## config.mk

```make
export PLATFORM = sky130hd
export DESIGN_NAME = uart_frame_assembler
export DESIGN_NICKNAME = d
export VERILOG_FILES = /design/src/rtl/uart_frame_assembler.sv
export SDC_FILE = /design/constraint.sdc
export NUM_CORES = 1
export LEC_CHECK = 0
export ABC_AREA = 1
export CAP_MARGIN = 25
export CORE_MARGIN = 2
export CORE_UTILIZATION = 65
export DETAILED_ROUTE_END_ITERATION = 7
export DONT_BUFFER_PORTS = 1
export PLACE_DENSITY_LB_ADDON = 0.05
export SYNTH_ARGS = -nofsm -noshare
export SYNTH_HDL_FRONTEND = slang
export SYNTH_SLANG_ARGS = --single-unit
```

## constraint.sdc

```tcl
create_clock -name clk -period 16.35 [get_ports clk]
set_input_delay 1.635 -clock clk [delete_from_list [all_inputs] [get_ports clk]]
set_output_delay 1.635 -clock clk [all_outputs]
set_load 0.02 [all_outputs]
```

## src/rtl/uart_frame_assembler.sv

```systemverilog
// uart_frame_assembler: packs 18 MSB-first bytes into nine 16-bit duties, commits atomically, aborts partial frames on idle timeout
module uart_frame_assembler #(
  parameter int NUM_CH       = 9,
  parameter int WORD_W       = 16,
  parameter int TIMEOUT_CLKS = 50000
) (
  input  logic                       clk,
  input  logic                       rst,
  input  logic [7:0]                 rx_data,
  input  logic                       rx_valid,
  output logic [NUM_CH*WORD_W-1:0]   duty_flat,
  output logic                       duty_update,
  output logic [3:0]                 pkt_count,
  output logic                       frame_err,
  output logic                       busy
);
  localparam int BW = $clog2(2*NUM_CH);
  localparam int TW = $clog2(TIMEOUT_CLKS);
  typedef enum logic {IDLE, RECV} state_t;
  state_t state;
  logic [BW-1:0] byte_cnt, idx;
  logic [TW-1:0] to_cnt;
  logic [NUM_CH-1:0][WORD_W-1:0] shadow, shadow_nx;
  logic last;
  // An idle frame always starts at byte 0 regardless of leftover count
  assign idx  = state == RECV ? byte_cnt : '0;
  assign last = idx == BW'(2*NUM_CH-1);
  assign busy = state == RECV;
  // Shadow bank with the incoming byte merged, so a commit can include the final byte
  always_comb begin
    shadow_nx = shadow;
    if (rx_valid) shadow_nx[idx[BW-1:1]][(idx[0] ? 0 : 8) +: 8] = rx_data;
  end
  // Frame FSM: byte accept beats timeout, commit/abort pulses are one cycle
  always_ff @(posedge clk or posedge rst) begin
    if (rst) begin
      state       <= IDLE;
      byte_cnt    <= '0;
      to_cnt      <= '0;
      shadow      <= '0;
      duty_flat   <= '0;
      duty_update <= 1'b0;
      pkt_count   <= '0;
      frame_err   <= 1'b0;
    end else begin
      duty_update <= 1'b0;
      frame_err   <= 1'b0;
      if (rx_valid) begin
        shadow <= shadow_nx;
        to_cnt <= '0;
        if (last) begin
          state       <= IDLE;
          byte_cnt    <= '0;
          duty_flat   <= shadow_nx;
          duty_update <= 1'b1;
          pkt_count   <= pkt_count + 4'd1;
        end else begin
          state    <= RECV;
          byte_cnt <= idx + 1'b1;
        end
      end else if (state == RECV) begin
        if (to_cnt == TW'(TIMEOUT_CLKS-1)) begin
          state     <= IDLE;
          byte_cnt  <= '0;
          to_cnt    <= '0;
          frame_err <= 1'b1;
        end else begin
          to_cnt <= to_cnt + 1'b1;
        end
      end
    end
  end
endmodule

```

==> results.sh, run 1 <==
export IMPL_synthFlopType="dfrtp_1"
export IMPL_cap_violations=0
export IMPL_ys_types=30
export IMPL_coreArea_mm2=0.0216
export IMPL_antenna_found_initial=0
export IMPL_fin_nets=1694
export IMPL_grt_pass1_vias=10961
export IMPL_critPathMaxStageDelay_ns=0.73
export IMPL_drt_iter0_drc=955
export IMPL_start_util_pct=65.8
export IMPL_leakagePower_uw=0.00800
export IMPL_cp_required_ns=16.70
export IMPL_finalHoldWorstSlack_ns=0.478
export IMPL_drc=0
export IMPL_fin_cells=1982
export IMPL_dieArea_mm2=0.0231
export IMPL_reg2reg_slack_ns=12.90
export IMPL_min_period_over_period_pct=21.1
export IMPL_num_fill_cells=1689
export IMPL_dieWidth_um=152
export IMPL_hold_viol_final=0
export IMPL_multi_input_area_mm2=0.00535
export IMPL_synth_top_area_cell="dfrtp_1"
export IMPL_clockBufferDepth=3
export IMPL_status="finished clean"
export IMPL_rows=54
export IMPL_cts_buffers=34
export IMPL_synthTopCellsByArea="dfrtp_1, nand2_1, nand3_1"
export IMPL_drive_gt1_share_pct=6.23
export IMPL_yosysSeqAreaShare_pct=54.2
export IMPL_setup_tns_ns=0
export IMPL_clock_skew_ns=0.00703
export IMPL_syn_area_mm2=0.0142
export IMPL_post_drt_via_cell_ratio=5.83
export IMPL_path_max_fanout=100
export IMPL_vdd_drop_max_mv=0.0931
export IMPL_tightest_slew_ns=0.963
export IMPL_pre_cts_ws_ns=12.40
export IMPL_dp_cells=1921
export IMPL_cts_resized=0
export IMPL_min_period_ns=3.45
export IMPL_postCtsSetupRepairBufs=0
export IMPL_ys_warn_count=0
export IMPL_synth_most_common_cell="nand2_1"
export IMPL_ctsHoldBuffers=0
export IMPL_powerDensity_mw_per_mm2=142
export IMPL_slew_headroom_pct=35.8
export IMPL_cts_sinks=308
export IMPL_max_freq_mhz=290
export IMPL_setup_ws_ns=12.90
export IMPL_h_tree_depth=2
export IMPL_track_usage_pct=29.9
export IMPL_place_congestion=0.827
export IMPL_setup_violations=0
export IMPL_die_h_um=152
export IMPL_synth_edf_count=0
export IMPL_path_cells="nand2_2, inv_4, nand3_4, nor2_4, inv_4, buf_4, nand2_1, o21ai_1"
export IMPL_overflow=0
export IMPL_synth_fp_nets=1746
export IMPL_placed_area_mm2=0.0142
export IMPL_port_buffers=0
export IMPL_wl_per_cell_um=17.3
export IMPL_diodes=0
export IMPL_synthTopCellsByCount="nand2_1, dfrtp_1, nand3_1"
export IMPL_synthToLayoutAreaGrowth_pct=7.74
export IMPL_clk_latency_ns=0.51
export IMPL_critical_path_arrival_ns=3.81
export IMPL_clkTransAtPathRegs_ns=0.06
export IMPL_syn_instance_count=1732
export IMPL_ys_ff_latch=308
export IMPL_slew_violations=0
export IMPL_async_flop_share_pct=100
export IMPL_cts_tree="yes"
export IMPL_grt_pass1_wl_um=56800
export IMPL_cts_root_buf="clkbuf_16"
export IMPL_end_kind="flop"
export IMPL_io_pins=162
export IMPL_design_area_mm2=0.0153
export IMPL_rr_worst_depth=8
export IMPL_hold_depth=2
export IMPL_rsz0062_at_grt="false"
export IMPL_worst_setup_path_start_kind="flop"
export IMPL_crit_type="flop to flop"
export IMPL_routed_wl_um=34300
export IMPL_ff_latch_area_mm2=0.00771
export IMPL_hold_class="flop to flop"
export IMPL_syn_avg_cell_area_um2=8.21
export IMPL_critPathMostFrequentCell="inv_4"
export IMPL_detail_route_antenna_nets=0
export IMPL_yosys_area_top_type_share_pct=54.2
export IMPL_slowest_stage="dfrtp_1"
export IMPL_drtPass1Iterations=5
export IMPL_hpwl_um=20100
export IMPL_dr_total_vias=11553
export IMPL_grt_max_degree=194
-- layout by cell type (no fill, tap or decap), types with 4 or more instances in the layout --
cell / instances
nand4_1: 52
nand3_1: 272
nand3_4: 5
nor2_2: 4
o21ai_0: 155
xor2_1: 7
nand2_2: 20
clkinv_2: 4
clkbuf_16: 37
buf_4: 10
nor2_1: 23
clkbuf_1: 10
nand2_1: 568
o21bai_1: 4
inv_1: 160
o21ai_1: 29
dfrtp_1: 308
clkbuf_8: 4
-- flip-flops by register name (all words and copies together) (netlist names) --
| name | flops |
|---|---|
| busy | 1 |
| byte_cnt | 5 |
| duty_flat | 144 |
| duty_update | 1 |
| frame_err | 1 |
| pkt_count | 4 |
| shadow | 136 |
| to_cnt | 16 |
-- critical path, delay by kind of cell, from the launching register on --
kind	cells	cell delay (ns)
compound gates	1	0.08
buf+inv	3	1.44
flops	1	0.73
simple gates	4	0.92
-- path summary, 6_finish.rpt --
path / startpoint / to
worst max-delay path: busy / duty_flat[82]
min in group asynchronous: rst / duty_flat[84]
worst max register to register: busy / duty_flat[82]
worst min-delay path: shadow[120] / shadow[120]
max in group asynchronous: rst / duty_flat[101]
worst min register to register: shadow[120] / shadow[120]
-- per-stage QoR --
stage	power (uW)	util, %
after global routing	2300	70.9
after floorplan	1340	-
after detailed placement	1420	65.5
final	2180	70.9
after CTS	2180	70.6
after global placement	1390	65.4
-- cell families after synthesis --
group / synth area share (%)
AO/OA/AOI/OAI: 6.75
XOR/XNOR: 0.616
adder cells (fa/ha/maj): 0.264
buffers and inverters: 8.21
flip-flops: 54.2
AND/OR/NAND/NOR: 30.0
-- routing by layer --
layer  wire [um]  track usage (%)  part of all wire, %
met1       14600             42.3                   43
met2       16000             45.6                   47
met3        2690             7.50                  7.8
met4         964             10.4                  2.8
met5           0                0                    0
-- final cells by class --
cell class	instances	area share, %
Sequential cell	308	50.3
Clock inverter	7	0.580
Timing Repair Buffer	13	1.03
Multi-Input combinational cell	1155	34.9
Clock buffer	51	6.64
Tap cell	280	2.29
Inverter	168	4.26
-- power breakdown --
part / internal (uW) / switching, uW / total (uW)
clock: 462 / 297 / 758
combinational: 127 / 292 / 419
sequential: 907 / 92.3 / 999
Power figures use the tool's default switching activity.
==> inputs of run 2 (changes only) <==
- CORE_UTILIZATION: 65 -> 57
- clock period: 16.35 -> 3.1 ns (I/O delays scaled with it)
==> results.sh, run 2 (same netlist as run 1, synthesis figures left out) <==
export IMPL_place_congestion=0.812
export IMPL_cts_sinks=308
export IMPL_cp_required_ns=3.60
export IMPL_rr_worst_depth=7
export IMPL_leakagePower_uw=0.00810
export IMPL_p_switching_uw=3560
export IMPL_post_drt_via_cell_ratio=5.60
export IMPL_hold_class="primary input to flop"
export IMPL_power_frac_clock_pct=33.0
export IMPL_r2r_start="busy"
export IMPL_largest_reg_flops=144
export IMPL_critical_path_arrival_ns=3.29
export IMPL_dr_total_vias=11465
export IMPL_coreArea_mm2=0.0244
export IMPL_crit_path_end="shadow[43]"
export IMPL_hold_depth=2
export IMPL_clockBufferDepth=3
export IMPL_wl_per_cell_um=17.5
export IMPL_path_cells="nand2_2, buf_4, nand3_1, nand2_1, nand3_1, o21ai_1, dlygate4sd3_1"
export IMPL_num_fill_cells=2105
export IMPL_vdd_drop_max_mv=0.422
export IMPL_cts_tree="yes"
export IMPL_final_cell_mix="nand2_1, dfrtp_1, nand3_1"
export IMPL_critPathTopFamily="buffers and inverters"
export IMPL_reg2reg_slack_ns=0.31
export IMPL_clock_skew_ns=0.0305
export IMPL_power_frac_comb_pct=20.4
export IMPL_diodes=0
export IMPL_p_int_uw=7730
export IMPL_reg2reg_to="shadow[43]"
export IMPL_drive_gt1_share_pct=6.68
export IMPL_setup_violations=0
export IMPL_setup_tns_ns=0
export IMPL_worst_setup_path_start_kind="flop"
export IMPL_placed_area_mm2=0.0144
export IMPL_hpwl_um=21600
export IMPL_dieArea_mm2=0.0262
export IMPL_slew_violations=0
export IMPL_top_regs="duty_flat: 144 flops, shadow: 136 flops, to_cnt: 16 flops"
export IMPL_critPathMaxStageDelay_ns=0.59
export IMPL_slew_headroom_pct=37.6
export IMPL_max_freq_mhz=359
export IMPL_dieWidth_um=162
export IMPL_crit_type="flop to flop"
export IMPL_cap_violations=0
export IMPL_final_common_cell="nand2_1"
export IMPL_end_kind="flop"
export IMPL_clkTransAtPathRegs_ns=0.06
export IMPL_cts_root_buf="clkbuf_16"
export IMPL_routed_wl_um=35800
export IMPL_die_h_um=162
export IMPL_antenna_found_initial=0
export IMPL_start_util_pct=58.3
export IMPL_min_period_over_period_pct=90.0
export IMPL_rsz0062_at_grt="false"
export IMPL_cts_buffers=31
export IMPL_top_register="duty_flat"
export IMPL_status="finished clean"
export IMPL_grt_max_degree=181
export IMPL_synthToLayoutAreaGrowth_pct=9.65
export IMPL_clk_latency_ns=0.57
export IMPL_h_tree_depth=1
export IMPL_slowest_stage="buf_4"
export IMPL_rows=57
export IMPL_grt_pass1_vias=10825
export IMPL_io_pins=162
export IMPL_startpoint="busy"
export IMPL_overflow=0
export IMPL_tightest_slew_ns=0.936
export IMPL_powerDensity_mw_per_mm2=724
export IMPL_cp_depth=7
export IMPL_port_buffers=0
export IMPL_fin_nets=1715
export IMPL_critPathBufInv=2
export IMPL_fin_cells=2046
export IMPL_dp_cells=1977
export IMPL_hold_viol_final=0
export IMPL_min_period_ns=2.79
export IMPL_critPathMostFrequentCell="nand3_1"
export IMPL_grt_pass1_wl_um=58500
export IMPL_drtPass1Iterations=6
export IMPL_design_area_mm2=0.0156
export IMPL_min_delay_start="rx_data[3]"
export IMPL_drt_iter0_drc=1208
export IMPL_seqPwrFrac_pct=46.6
export IMPL_switching_share_pct=31.5
export IMPL_path_max_fanout=58
export IMPL_utilization_pct=64.0
export IMPL_track_usage_pct=27.9
export IMPL_drc=0
export IMPL_postCtsSetupRepairBufs=0
export IMPL_detail_route_antenna_nets=0
run 2: cell type report:
type                    count  area, um2  share of cell area [%]
repair buffers             37        470                    3.02
inverters                 168        649                    4.16
multi-input cells        1155       5350                    34.3
clock inverters             6       83.8                   0.537
well taps                 324        405                    2.60
flip-flops and latches    308       7710                    49.4
clock buffers              48        930                    5.96
run 2: stage by stage:
| step | total power, uW | hold slack (ns) | setup WS, ns |
|---|---|---|---|
| floorplan | 7060 | 0.427 | -1.31 |
| finish | 11300 | 0.00830 | 0.312 |
| global placement | 7420 | 0.439 | 0.710 |
| CTS | 11400 | 0.00190 | 0.215 |
| detailed placement | 7530 | 0.236 | 0.682 |
| global route | 12000 | 0.0140 | 0.121 |
run 2: worst min path at each step:
stage                          end
floorplan           duty_flat[128]
global placement        shadow[79]
detailed placement   duty_flat[83]
CTS                  duty_flat[91]
global route         duty_flat[91]
finish               duty_flat[91]
run 2: repair_timing:
item	4_1_cts	5_1_grt
hold buffers	15	0
setup endpoints to repair	0	3
endpoints found under the hold margin	140	0
gates resized for setup	0	1
run 2: metal layers:
layer  track usage (%)  wire, um  up-vias
li1                  -         -     5539
met4              7.08       678        0
met3              5.69      2850       44
met2              43.0     16500      349
met1              40.9     15800     5533
met5                 0         0        -
run 2: power groups by stage:
stage | logic (uW) | registers, uW | clock network [uW]
after global routing | 2720 | 5340 | 3960
after global placement | 2110 | 5300 | 0
final | 2310 | 5260 | 3720
after floorplan | 1830 | 5230 | 0
after CTS | 2310 | 5260 | 3800
after detailed placement | 2210 | 5330 | 0
==> inputs of run 3 (changes only) <==
- TNS_END_PERCENT: unset -> 100
==> results of run 3 <==
No change in the layout: final DEF, timing and power equal those of run 2.
